File: src/rtl/keypad_pkg.sv
// Shared encodings for the keypad code lock: FSM states, special keys,
// entry buffer length and a small key-class helper.
package keypad_pkg;

    typedef enum logic [2:0] {
        ST_LOCKED  = 3'd0,
        ST_OPEN    = 3'd1,
        ST_SETCODE = 3'd2,
        ST_ERR     = 3'd3,
        ST_LOCKOUT = 3'd4
    } state_t;

    localparam logic [3:0] KEY_CLEAR = 4'd10;
    localparam logic [3:0] KEY_ENTER = 4'd11;
    localparam int         ENTRY_LEN = 4;

    // Scanner codes 0..9 are decimal digits.
    function automatic logic is_digit(input logic [3:0] k);
        return k <= 4'd9;
    endfunction

endpackage

File: src/rtl/lock_timer.sv
// Loadable 16-bit down-counter. done is high while the count holds 1, i.e.
// in the cycle it steps to 0, so a load of N gives a dwell of exactly N cycles.
module lock_timer (
    input  logic        clk,
    input  logic        rst,
    input  logic        load,
    input  logic [15:0] load_val,
    output logic        done
);

    logic [15:0] count;

    // Load has priority; otherwise count down and park at 0.
    always_ff @(posedge clk) begin
        if (rst)
            count <= 16'd0;
        else if (load)
            count <= load_val;
        else if (count != 16'd0)
            count <= count - 16'd1;
    end

    // Load is deliberately not folded in here so the FSM's load decision
    // never feeds back into its own timeout input.
    assign done = (count == 16'd1);

endmodule

File: src/rtl/keypad_code_lock.sv
// 4-digit keypad code lock: press edge detect, entry buffer, code compare,
// timed unlock, failed-attempt lockout and code change while unlocked.
module keypad_code_lock
    import keypad_pkg::*;
#(
    parameter logic [15:0] DEFAULT_CODE = 16'h1234,
    parameter logic [15:0] UNLOCK_TICKS = 16'd50000,
    parameter logic [15:0] ERR_TICKS    = 16'd10000,
    parameter logic [15:0] LOCK_TICKS   = 16'd60000,
    parameter logic [1:0]  MAX_FAIL     = 2'd3
) (
    input  logic        fin,
    input  logic        rst,
    input  logic [3:0]  keycode,
    input  logic        key_pulse,
    output logic        unlock,
    output logic        err,
    output logic        alarm,
    output logic [15:0] entry_digits,
    output logic [2:0]  entry_cnt,
    output logic [2:0]  state_o
);

    state_t      state, state_n;
    logic [15:0] code, code_n;
    logic [15:0] entry_n, buf_d;
    logic [2:0]  cnt_n, buf_c;
    logic [1:0]  fail_cnt, fail_n, fail_inc;
    logic        key_prev, key_ev;
    logic        entry_full;
    logic        tmr_load, tmr_done;
    logic [15:0] tmr_val;

    // One event per press no matter how long the strobe is held.
    assign key_ev     = key_pulse & ~key_prev;
    assign entry_full = (entry_cnt == 3'(ENTRY_LEN));
    assign fail_inc   = fail_cnt + 2'd1;
    assign state_o    = state;

    lock_timer u_timer (
        .clk      (fin),
        .rst      (rst),
        .load     (tmr_load),
        .load_val (tmr_val),
        .done     (tmr_done)
    );

    // Entry buffer update for the current key event (digits shift in MSD
    // first, a full buffer ignores further digits, clear empties it).
    always_comb begin
        buf_d = entry_digits;
        buf_c = entry_cnt;
        if (key_ev) begin
            if (is_digit(keycode) && !entry_full) begin
                buf_d = {entry_digits[11:0], keycode};
                buf_c = entry_cnt + 3'd1;
            end else if (keycode == KEY_CLEAR) begin
                buf_d = 16'd0;
                buf_c = 3'd0;
            end
        end
    end

    // Next state, code, fail count, entry buffer and timer load.
    always_comb begin
        state_n  = state;
        code_n   = code;
        fail_n   = fail_cnt;
        entry_n  = entry_digits;
        cnt_n    = entry_cnt;
        tmr_load = 1'b0;
        tmr_val  = 16'd0;
        case (state)
            ST_LOCKED: begin
                entry_n = buf_d;
                cnt_n   = buf_c;
                if (key_ev && keycode == KEY_ENTER) begin
                    entry_n  = 16'd0;
                    cnt_n    = 3'd0;
                    tmr_load = 1'b1;
                    if (entry_full && entry_digits == code) begin
                        state_n = ST_OPEN;
                        fail_n  = 2'd0;
                        tmr_val = UNLOCK_TICKS;
                    end else begin
                        fail_n = fail_inc;
                        if (fail_inc == MAX_FAIL) begin
                            state_n = ST_LOCKOUT;
                            tmr_val = LOCK_TICKS;
                        end else begin
                            state_n = ST_ERR;
                            tmr_val = ERR_TICKS;
                        end
                    end
                end
            end
            ST_OPEN: begin
                if (key_ev && keycode == KEY_CLEAR) begin
                    state_n  = ST_LOCKED;
                    tmr_load = 1'b1;
                end else if (key_ev && keycode == KEY_ENTER) begin
                    state_n  = ST_SETCODE;
                    entry_n  = 16'd0;
                    cnt_n    = 3'd0;
                    tmr_load = 1'b1;
                    tmr_val  = UNLOCK_TICKS;
                end else if (tmr_done) begin
                    state_n = ST_LOCKED;
                end
            end
            ST_SETCODE: begin
                // Any real key (0..11) counts as activity; 12..15 do not.
                if (key_ev && keycode <= KEY_ENTER) begin
                    entry_n  = buf_d;
                    cnt_n    = buf_c;
                    tmr_load = 1'b1;
                    tmr_val  = UNLOCK_TICKS;
                    if (keycode == KEY_ENTER && entry_full) begin
                        code_n  = entry_digits;
                        entry_n = 16'd0;
                        cnt_n   = 3'd0;
                        state_n = ST_LOCKED;
                        tmr_val = 16'd0;
                    end
                end else if (tmr_done) begin
                    state_n = ST_LOCKED;
                    entry_n = 16'd0;
                    cnt_n   = 3'd0;
                end
            end
            ST_ERR: begin
                if (tmr_done)
                    state_n = ST_LOCKED;
            end
            ST_LOCKOUT: begin
                if (tmr_done) begin
                    state_n = ST_LOCKED;
                    fail_n  = 2'd0;
                end
            end
            default: state_n = ST_LOCKED;
        endcase
    end

    // State and datapath registers; indicator outputs decode the next state
    // so they line up with state_o.
    always_ff @(posedge fin) begin
        if (rst) begin
            state        <= ST_LOCKED;
            code         <= DEFAULT_CODE;
            fail_cnt     <= 2'd0;
            entry_digits <= 16'd0;
            entry_cnt    <= 3'd0;
            key_prev     <= 1'b0;
            unlock       <= 1'b0;
            err          <= 1'b0;
            alarm        <= 1'b0;
        end else begin
            state        <= state_n;
            code         <= code_n;
            fail_cnt     <= fail_n;
            entry_digits <= entry_n;
            entry_cnt    <= cnt_n;
            key_prev     <= key_pulse;
            unlock       <= (state_n == ST_OPEN) || (state_n == ST_SETCODE);
            err          <= (state_n == ST_ERR);
            alarm        <= (state_n == ST_LOCKOUT);
        end
    end

endmodule
File: config.mk
export PLATFORM = sky130hd
export DESIGN_NAME = keypad_code_lock
export DESIGN_NICKNAME = d
export VERILOG_FILES = /design/src/rtl/keypad_pkg.sv /design/src/rtl/lock_timer.sv /design/src/rtl/keypad_code_lock.sv
export SDC_FILE = /design/constraint.sdc
export NUM_CORES = 1
export LEC_CHECK = 0
export CAP_MARGIN = 20
export CORE_AREA = 3 3 78 80
export CTS_BUF_LIST = sky130_fd_sc_hd__clkbuf_8
export CTS_CLUSTER_DIAMETER = 30
export DETAILED_ROUTE_END_ITERATION = 16
export DIE_AREA = 0 0 81 83
export PLACE_DENSITY = 0.87
export SYNTH_ARGS = -nofsm -noshare
export SYNTH_HDL_FRONTEND = slang
export SYNTH_SLANG_ARGS = --single-unit
File: constraint.sdc
create_clock -name fin -period 2.3 [get_ports fin]
set_clock_uncertainty 0.05 [all_clocks]
set_input_delay 0.46 -clock fin [delete_from_list [all_inputs] [get_ports fin]]
set_output_delay 0.46 -clock fin [all_outputs]
set_load 0.02 [all_outputs]
; ---- Word level (Yosys, flattened, before mapping)
; Index checks and enable logic that the tools add are counted.
[classes]
n_bitwise = 2
n_eq_ne = 19
order_cmp = 2
n_mux = 47
addsub = 3
n_reduce_logical = 17
[op_table]
columns = op, n
row1 = $mux 16, 18
row2 = $pmux 16 s3, 2
row3 = $mux 3, 17
row4 = $eq 16x1->1 const B, 1
row5 = $eq 16x16->1, 1
row6 = $reduce_bool 16->1, 1
row7 = $sub 16x1->16 const B, 1
row8 = $eq 3x2->1 const B, 4
row9 = $pmux 3 s4, 1
row10 = $eq 3x3->1 const B, 3
row11 = $pmux 3 s3, 1
row12 = $eq 4x4->1 const B, 2
row13 = $le 4x4->1 const B, 2
row14 = $ne 2x2->1 const B, 4
row15 = $eq 3x1->1 const B, 2
row16 = $logic_and 1x1->1, 6
row17 = $mux 2, 3
row18 = $reduce_and 3->1, 2
row19 = $pmux 2 s2, 1
row20 = $reduce_and 4->1, 1
row21 = $reduce_bool 2->1, 2
row22 = $add 3x1->3 const B, 1
row23 = $logic_not 3->1, 1
row24 = $mux 1, 3
row25 = 10 further kinds, 10
[word_totals]
word_cells = 100
out_inout_bits = 25
regBits = 60
input_bits = 7

; ---- Depth between registers and ports, before layout
; Gate-level depths: netlist of the first run.
[depth]
ltp_word = 8
mapped_depth = 10
ltp_nobuf = 9

; ---- Cells and area by module
; Synthesis of the first run repeated with hierarchy kept, for this count alone.
[hier_totals]
hier_cells = 340
area_unflattened_um2 = 3110.5
[by_module_without_submodules]
columns = mod, n_inst, seq_area_each_um2, area_per_inst_um2, cells_per_inst
row1 = keypad_code_lock, 1, 880.8, 2155.8, 228
row2 = lock_timer, 1, 320.3, 954.7, 112

; ---- Worst setup path before layout of the first run
; OpenSTA, ideal clock, no wires.
[synth_path]
path_kind = flip-flop to flip-flop
startpoint = register u_timer.count[8]
endpoint = register entry_digits[2]
setup_slack_ns = -0.127
synth_period_minus_slack_ns = 2.427
arrival_ns = 2.319
required_ns = 2.192
setup_ns = 0.058
stages_incl_launch_ff = 8
n_path_buf = 1
cell_sequence = dfxtp_1 > or4_4 > nor4_4 > nand4b_1 > a31o_2 > nor4b_4 > buf_6 > a22o_2
[synth_between]
elab_chain_len = 3
[synth_lines]
columns = item, line_no
row1 = "start, declared", lock_timer.sv:11  ; logic [15:0] count;
row2 = "start signal, assigned", lock_timer.sv:18  ; count <= load_val;
row3 = "start signal, assigned", lock_timer.sv:20  ; count <= count - 16'd1;
row4 = $eq 16x1->1, lock_timer.sv:25  ; assign done = (count == 16'd1);
row5 = $ne 3x3->1 (no source line), -
row6 = $reduce_and 4->1 (no source line), -
row7 = "end signal, assigned", keypad_code_lock.sv:162  ; entry_digits <= entry_n;
row8 = "end, declared", keypad_code_lock.sv:19  ; output logic [15:0] entry_digits,
; No other way between the ends.
; A chain may end at the register's enable or synchronous reset.

; ---- Final worst setup path of the first run
[layout_path]
startpoint = register u_timer.count[11]
endpoint = register entry_digits[4]
; Same word-level chain as after synthesis.

==> results of run 1 <==
[sequential cells by signal, summed over array words and instances (netlist names), 2 cells and up]
name           count
entry_cnt          3
state_o            3
fail_cnt           2
entry_digits      16
u_timer.count     16
code              16
[worst max-delay path, stage by stage (launching register included)]
cell,delay [ns]
sky130_fd_sc_hd__dfxtp_2,0.32
sky130_fd_sc_hd__or4_4,0.57
sky130_fd_sc_hd__nor4_4,0.26
sky130_fd_sc_hd__nand4b_1,0.16
sky130_fd_sc_hd__a31o_4,0.30
sky130_fd_sc_hd__nor4b_4,0.24
sky130_fd_sc_hd__buf_6,0.19
sky130_fd_sc_hd__clkbuf_16,0.15
sky130_fd_sc_hd__a22o_1,0.12
[worst max-delay path by stage]
stage | from | end | slack (ns)
floorplan | u_timer.count[5] | entry_digits[2] | -0.06
global placement | key_pulse | entry_cnt[0] | -0.62
detailed placement | key_pulse | entry_cnt[0] | -0.73
CTS | u_timer.count[5] | entry_cnt[0] | -0.07
global route | keycode[3] | u_timer.count[13] | -0.27
finish | u_timer.count[11] | entry_digits[4] | -0.13
[Yosys cell counts, types with 2 or more instances]
cell / n / share of area, %
sky130_fd_sc_hd__dfxtp_1: 60 / 43
sky130_fd_sc_hd__nand2_1: 51 / 6.8
sky130_fd_sc_hd__a21oi_1: 29 / 5.2
sky130_fd_sc_hd__nor2_1: 26 / 3.5
sky130_fd_sc_hd__xor2_1: 19 / 6.0
sky130_fd_sc_hd__xnor2_1: 13 / 4.1
sky130_fd_sc_hd__inv_1: 11 / 1.5
sky130_fd_sc_hd__a22o_2: 10 / 3.6
sky130_fd_sc_hd__clkbuf_1: 9 / 1.2
sky130_fd_sc_hd__nor4_1: 9 / 2.0
sky130_fd_sc_hd__a22o_1: 7 / 2.2
sky130_fd_sc_hd__nor3_1: 7 / 1.3
sky130_fd_sc_hd__ha_1: 6 / 2.7
sky130_fd_sc_hd__nand3_1: 6 / 1.1
sky130_fd_sc_hd__nand3b_1: 6 / 1.6
sky130_fd_sc_hd__o21ai_0: 5 / 0.89
sky130_fd_sc_hd__or2_2: 4 / 0.89
sky130_fd_sc_hd__a211oi_1: 3 / 0.81
sky130_fd_sc_hd__or3_1: 3 / 0.67
sky130_fd_sc_hd__a21o_1: 2 / 0.54
sky130_fd_sc_hd__a22oi_1: 2 / 0.54
sky130_fd_sc_hd__nand4_1: 2 / 0.45
sky130_fd_sc_hd__nand4b_1: 2 / 0.63
sky130_fd_sc_hd__nor2b_1: 2 / 0.45
sky130_fd_sc_hd__o21a_1: 2 / 0.54
sky130_fd_sc_hd__or4_4: 2 / 0.81
[metrics by stage]
stage / worst slack [ns] / util, % / hold slack [ns] / TNS (ns) / instances
final: -0.125 / 74.0 / 0.425 / -2.00 / 482
after global routing: -0.272 / 74.0 / 0.447 / -5.07 / 482
after CTS: -0.0719 / 68.9 / 0.420 / -1.17 / 472
after detailed placement: -0.728 / 64.4 / 0.412 / -15.60 / 456
after global placement: -0.625 / 64.4 / 0.403 / -13.16 / 456
after floorplan: -0.0576 / - / 0.398 / -0.575 / 318
[what timing repair did]
action | 4_1_cts | 5_1_grt
pin swaps | 1 | 17
endpoints found under the setup margin | 23 | 39
gates resized for setup | 7 | 28
buffers inserted | 0 | 7
gates cloned | 0 | 3
[cell type report]
cell class	instances	area (um2)	share of cell area, %
Clock inverter	6	80.1	1.98
Tap cell	72	90.1	2.22
Sequential cell	60	1200	29.7
Clock buffer	10	138	3.40
Multi-Input combinational cell	235	1680	41.4
Timing Repair Buffer	88	822	20.3
Inverter	11	41.3	1.02
[per-layer routing]
layer,share of wire (%),vias up,GRT usage (%)
met4,4.3,0,7.99
met5,0,-,0
met2,53,106,40.7
li1,-,1289,-
met3,4.6,41,6.62
met1,38,1294,27.2
[cell usage in the layout, fill, tap and decap left out, types with 7 or more instances in the layout]
cell type / count
sky130_fd_sc_hd__a21oi_1: 26
sky130_fd_sc_hd__a22o_1: 7
sky130_fd_sc_hd__a22o_4: 8
sky130_fd_sc_hd__buf_4: 49
sky130_fd_sc_hd__clkbuf_8: 10
sky130_fd_sc_hd__clkdlybuf4s50_1: 31
sky130_fd_sc_hd__dfxtp_1: 57
sky130_fd_sc_hd__inv_1: 13
sky130_fd_sc_hd__nand2_1: 51
sky130_fd_sc_hd__nor2_1: 23
sky130_fd_sc_hd__xnor2_1: 13
sky130_fd_sc_hd__xor2_1: 19
[logic make-up after synthesis]
logic type / share of synthesized area, %
AO/OA/AOI/OAI: 16.7
XOR/XNOR: 10.0
adder cells (fa/ha/maj): 2.68
buffers and inverters: 3.53
flip-flops: 43.0
multiplexers: 0.761
AND/OR/NAND/NOR: 23.3
[report_power, final]
| part | switching, mW | internal, mW | leakage [nW] |
|---|---|---|---|
| registers | 0.108 | 1.17 | 0.488 |
| clock network | 0.416 | 0.630 | 0.115 |
| logic | 0.706 | 0.746 | 1.10 |
| total | 1.23 | 2.55 | 1.70 |
==> impl_metrics.prom, run 1 <==
# TYPE chip_impl_metric gauge
chip_impl_info{name="status",value="finished, violations left"} 1
chip_impl_info{name="failed_checks",value="negative setup slack"} 1
chip_impl_metric{name="finalWorstSetupSlack",unit="ns"} -0.125
chip_impl_metric{name="wl_per_cell",unit="um"} 17.6
chip_impl_info{name="ys.flop_type",value="sky130_fd_sc_hd__dfxtp_1"} 1
chip_impl_metric{name="cell_area_after_synthesis",unit="mm2"} 0.00280
chip_impl_metric{name="grt_usage",unit="%"} 23.5
chip_impl_info{name="rsz0062_at_grt",value="yes"} 1
chip_impl_metric{name="data_arrival_at_the_endpoint_of_the_critical_path",unit="ns"} 2.66
chip_impl_metric{name="worst_setup_hold_path_clk_slew",unit="ns"} 0.07
chip_impl_info{name="hold_start",value="code[10]"} 1
chip_impl_metric{name="route.detailed.drc",unit=""} 0
chip_impl_metric{name="cts_htree_levels",unit=""} 3
chip_impl_metric{name="initial_core_util",unit="%"} 51.1
chip_impl_info{name="hold_path_class",value="reg2reg"} 1
chip_impl_metric{name="drt_first_iter_violations",unit=""} 178
chip_impl_metric{name="core-area",unit="mm2"} 0.00547
chip_impl_metric{name="layout.filler_cells",unit=""} 341
chip_impl_metric{name="yosys_register_bits",unit=""} 60
chip_impl_metric{name="synth_cell_types",unit=""} 46
chip_impl_metric{name="ff2ff_setup_slack",unit="ns"} -0.13
chip_impl_metric{name="portBuffers",unit=""} 31
chip_impl_metric{name="num_rows",unit=""} 27
chip_impl_metric{name="initial_antenna_violation_count",unit=""} 0
chip_impl_metric{name="synthesis.area_per_instance",unit="um2"} 8.79
chip_impl_metric{name="timing_max_transition_violations_final",unit=""} 0
chip_impl_metric{name="critPathMaxFanout",unit=""} 5
chip_impl_metric{name="routed_via_density",unit=""} 5.66
chip_impl_metric{name="antenna_violating_nets_post_route",unit=""} 0
chip_impl_info{name="worstSetupEndpointType",value="flip-flop"} 1
chip_impl_info{name="cts_tree",value="yes"} 1
chip_impl_metric{name="syn_to_final_growth",unit="%"} 44.9
chip_impl_metric{name="ff2ff_path_depth",unit=""} 8
chip_impl_metric{name="power_per_cell_area",unit="mW/mm2"} 932
chip_impl_metric{name="drt_pre_antenna_iters",unit=""} 5
chip_impl_metric{name="max-vdd-ir-drop",unit="uV"} 878
chip_impl_metric{name="synth_async_sr_flop_share",unit="%"} 0
chip_impl_metric{name="hold_depth",unit=""} 2
chip_impl_metric{name="via_count",unit=""} 2730
chip_impl_metric{name="finalHoldViolCount",unit=""} 0
chip_impl_metric{name="fin_total_pwr",unit="mW"} 3.78
chip_impl_metric{name="dp.final_hpwl",unit="mm"} 4.91
chip_impl_info{name="critical_path_class",value="reg2reg"} 1
chip_impl_metric{name="place_congestion",unit=""} 0.822
chip_impl_metric{name="timing.fmax",unit="MHz"} 412
chip_impl_metric{name="period_share",unit="%"} 105
chip_impl_metric{name="clk-insertion-delay-late",unit="ns"} 0.35
chip_impl_metric{name="floorplan.die_area",unit="mm2"} 0.00672
chip_impl_metric{name="io-pin-count",unit=""} 32
chip_impl_info{name="hold-path-endpoint",value="code[10]"} 1
chip_impl_metric{name="vias_in_the_first_global_route",unit=""} 2662
chip_impl_metric{name="die-width",unit="um"} 81
chip_impl_info{name="rr_startpoint",value="u_timer.count[11]"} 1
chip_impl_metric{name="cts_max_path_buffers",unit=""} 2
chip_impl_info{name="clk_root_buffer_cell",value="sky130_fd_sc_hd__clkbuf_8"} 1
chip_impl_metric{name="clkSinkCount",unit=""} 60
chip_impl_metric{name="post_synthesis_instance_total",unit=""} 318
chip_impl_info{name="r2r_end",value="entry_digits[4]"} 1
chip_impl_metric{name="post_dp_cell_area",unit="mm2"} 0.00352
chip_impl_metric{name="cts_buffers",unit=""} 9
chip_impl_metric{name="cts_hold_buf",unit=""} 0
chip_impl_metric{name="post-route-cell-area",unit="mm2"} 0.00405
chip_impl_info{name="crit_path_start_kind",value="flip-flop"} 1
chip_impl_metric{name="nNetsFinal",unit=""} 418
chip_impl_metric{name="total_leakage_power",unit="nW"} 1.70
chip_impl_metric{name="grt_overflow",unit=""} 0
chip_impl_metric{name="worstPathRequired",unit="ns"} 2.54
chip_impl_metric{name="worstMarginPinSlew",unit="ns"} 0.591
chip_impl_metric{name="post_synthesis_net_count",unit=""} 331
chip_impl_metric{name="pin_count_of_the_biggest_net_entering_global_routing",unit=""} 31
chip_impl_metric{name="drive_gt1_share",unit="%"} 27.1
chip_impl_metric{name="post_synthesis_sequential_area_ratio",unit="%"} 43.0
chip_impl_metric{name="max_cap_viol_count",unit=""} 0
chip_impl_metric{name="grt_pass1_wl",unit="mm"} 12.5
chip_impl_metric{name="routed_wirelength",unit="mm"} 8.47
chip_impl_metric{name="antennaDiodeCount",unit=""} 0
chip_impl_metric{name="setup-violations-final",unit=""} 23
chip_impl_metric{name="synth_edf_count",unit=""} 0
chip_impl_metric{name="yosysWarningCount",unit=""} 0
chip_impl_metric{name="die-height",unit="um"} 83
chip_impl_metric{name="timing.max_slew.rel_slack",unit="%"} 60.3
chip_impl_metric{name="min_period",unit="ns"} 2.43
Power figures use the tool's default switching activity.
==> run 2: changes to the inputs <==
--- a/config.mk
+++ b/config.mk
@@ -12,6 +12,7 @@
 export DETAILED_ROUTE_END_ITERATION = 16
 export DIE_AREA = 0 0 81 83
 export PLACE_DENSITY = 0.87
+export RECOVER_POWER = 25
 export SYNTH_ARGS = -nofsm -noshare
 export SYNTH_HDL_FRONTEND = slang
 export SYNTH_SLANG_ARGS = --single-unit
==> run 2 against run 1 <==
- the flow still finishes with violations (negative setup slack)
- core utilization about the same
- clock power about the same
- fmax about the same
- first-iteration DRC count decreased by 2.8%
- total power increased by 0.14%
- final area about the same
- via count unchanged
- final cell count unchanged
- die area unchanged
- sequential cell count unchanged
- highest routed layer unchanged
==> impl_metrics.prom, run 2 (synthesized netlist as in run 1, its figures left out) <==
# TYPE chip_impl_metric gauge
chip_impl_info{name="status",value="finished, violations left"} 1
chip_impl_info{name="failed_checks",value="negative setup slack"} 1
chip_impl_metric{name="antenna_violating_nets_post_route",unit=""} 0
chip_impl_metric{name="vias_in_the_first_global_route",unit=""} 2662
chip_impl_metric{name="dp_cells",unit=""} 456
chip_impl_info{name="rsz0062_at_grt",value="yes"} 1
chip_impl_info{name="cts_tree",value="yes"} 1
chip_impl_metric{name="cts_max_path_buffers",unit=""} 2
chip_impl_metric{name="worstPathRequired",unit="ns"} 2.54
chip_impl_metric{name="max-vdd-ir-drop",unit="uV"} 883
chip_impl_info{name="worstSetupEndpointType",value="flip-flop"} 1
chip_impl_metric{name="floorplan.die_area",unit="mm2"} 0.00672
chip_impl_metric{name="clkSinkCount",unit=""} 60
chip_impl_metric{name="finalHoldViolCount",unit=""} 0
chip_impl_metric{name="power_per_cell_area",unit="mW/mm2"} 934
chip_impl_metric{name="initial_core_util",unit="%"} 51.1
chip_impl_info{name="hold_path_class",value="reg2reg"} 1
chip_impl_metric{name="timing.max_slew.rel_slack",unit="%"} 55.2
chip_impl_metric{name="critical_path.max_stage_delay",unit="ns"} 0.57
chip_impl_metric{name="worstMarginPinSlew",unit="ns"} 0.672
chip_impl_metric{name="data_arrival_at_the_endpoint_of_the_critical_path",unit="ns"} 2.67
chip_impl_info{name="critical_path.cell_chain",value="or4_4 -> nor4_4 -> nand4b_1 -> a31o_4 -> nor4b_4 -> buf_6 -> clkbuf_16 -> a22o_1"} 1
chip_impl_metric{name="io-pin-count",unit=""} 32
chip_impl_metric{name="routed_via_density",unit=""} 5.66
chip_impl_metric{name="min_period",unit="ns"} 2.43
chip_impl_info{name="layout.cells.most_common",value="sky130_fd_sc_hd__dfxtp_1"} 1
chip_impl_info{name="largestRegisters",value="code x16, entry_digits x16, u_timer.count x16"} 1
chip_impl_metric{name="routed_wirelength",unit="mm"} 8.49
chip_impl_metric{name="die-height",unit="um"} 83
chip_impl_metric{name="via_count",unit=""} 2730
chip_impl_metric{name="die-width",unit="um"} 81
chip_impl_metric{name="wl_per_cell",unit="um"} 17.6
chip_impl_metric{name="setup-violations-final",unit=""} 24
chip_impl_metric{name="nNetsFinal",unit=""} 418
chip_impl_metric{name="fin_total_pwr",unit="mW"} 3.78
chip_impl_metric{name="antennaDiodeCount",unit=""} 0
chip_impl_metric{name="drive_gt1_share",unit="%"} 27.1
chip_impl_metric{name="grt_overflow",unit=""} 0
chip_impl_metric{name="worst_setup_hold_path_clk_slew",unit="ns"} 0.07
chip_impl_metric{name="core-area",unit="mm2"} 0.00547
chip_impl_info{name="final_cell_mix",value="57 x sky130_fd_sc_hd__dfxtp_1, 51 x sky130_fd_sc_hd__nand2_1, 48 x sky130_fd_sc_hd__buf_4"} 1
chip_impl_metric{name="place_congestion",unit=""} 0.822
chip_impl_metric{name="cts_htree_levels",unit=""} 3
chip_impl_metric{name="final_cells",unit=""} 482
chip_impl_metric{name="critPathMaxFanout",unit=""} 5
chip_impl_metric{name="post_dp_cell_area",unit="mm2"} 0.00352
chip_impl_metric{name="cts_buffers",unit=""} 9
chip_impl_metric{name="timing.fmax",unit="MHz"} 412
chip_impl_metric{name="initial_antenna_violation_count",unit=""} 0
chip_impl_info{name="crit_slowest_cell",value="sky130_fd_sc_hd__or4_4"} 1
chip_impl_metric{name="drt_pre_antenna_iters",unit=""} 5
chip_impl_metric{name="timing_max_transition_violations_final",unit=""} 0
chip_impl_metric{name="finalWorstSetupSlack",unit="ns"} -0.126
chip_impl_metric{name="grt_pass1_wl",unit="mm"} 12.5
chip_impl_metric{name="grt_usage",unit="%"} 23.5
chip_impl_metric{name="setup-tns-final",unit="ns"} -2.12
chip_impl_metric{name="route.detailed.drc",unit=""} 0
chip_impl_metric{name="portBuffers",unit=""} 31
chip_impl_info{name="critical_path_class",value="reg2reg"} 1
chip_impl_info{name="crit_path_start_kind",value="flip-flop"} 1
chip_impl_metric{name="dp.final_hpwl",unit="mm"} 4.91
chip_impl_metric{name="clk-insertion-delay-late",unit="ns"} 0.35
chip_impl_metric{name="max_cap_viol_count",unit=""} 0
chip_impl_metric{name="pin_count_of_the_biggest_net_entering_global_routing",unit=""} 31
chip_impl_info{name="clk_root_buffer_cell",value="sky130_fd_sc_hd__clkbuf_8"} 1
chip_impl_metric{name="period_share",unit="%"} 105
chip_impl_metric{name="post-route-cell-area",unit="mm2"} 0.00405
chip_impl_metric{name="drt_first_iter_violations",unit=""} 173
chip_impl_metric{name="total_leakage_power",unit="nW"} 1.74
chip_impl_metric{name="num_rows",unit=""} 27
chip_impl_metric{name="syn_to_final_growth",unit="%"} 44.8
[run 2: cell types whose count changed in the layout (fill, tap and decap cells not counted), sizes merged]
cell,delta
buf,-1
dlygate4sd3,+10
clkdlybuf4s50,-10
clkbuf,+1
[run 2: worst max-delay path, delay by kind of cell, from the launching register on]
| family | cells | cell delay (ns) |
|---|---|---|
| buffers and inverters | 2 | 0.34 |
| AO/OA/AOI/OAI | 2 | 0.42 |
| AND/OR/NAND/NOR | 4 | 1.23 |
| flip-flops | 1 | 0.32 |
[run 2: final timing paths]
kind	startpoint	end	slack (ns)	depth (start not counted)
worst max-delay path	u_timer.count[11]	entry_digits[4]	-0.13	8
worst min-delay path	code[10]	code[10]	0.42	2
worst max register to register	u_timer.count[11]	entry_digits[4]	-0.13	8
worst min register to register	code[10]	code[10]	0.42	2
[run 2: timing repair]
action	4_1_cts	5_1_grt
resized for setup	7	28
setup endpoints to repair	23	39
cloned	0	3
hold buffers	0	0
setup buffers	0	7
pin swaps	1	17
[run 2: report_power, final]
| group | leakage, nW | switching [mW] | internal (mW) | total [mW] |
|---|---|---|---|---|
| Sequential | 0.488 | 0.107 | 1.17 | 1.28 |
| Clock | 0.115 | 0.419 | 0.630 | 1.05 |
| Combinational | 1.13 | 0.710 | 0.744 | 1.45 |
| Total | 1.74 | 1.24 | 2.55 | 3.78 |
[run 2: final cells by class]
cell class / count / area, um2
flip-flops and latches: 60 / 1200
clock inverters: 6 / 80.1
repair buffers: 88 / 820
clock buffers: 10 / 138
fillers: 342 / 1420
multi-input cells: 235 / 1680
well taps: 72 / 90.1
inverters: 11 / 41.3
[run 2: stage by stage]
stage,utilization [%],hold WS (ns),worst slack (ns)
detailed placement,64.4,0.412,-0.728
global placement,64.4,0.403,-0.625
CTS,68.9,0.420,-0.0719
global route,74.0,0.447,-0.280
finish,74.0,0.424,-0.126
floorplan,-,0.398,-0.0576
[run 2: routing by layer]
metal	track usage, %	wire length (um)	vias to the layer above
met3	6.62	431	32
li1	-	-	1289
met2	40.7	4480	104
met4	7.99	323	0
met1	27.2	3260	1305
met5	0	0	-
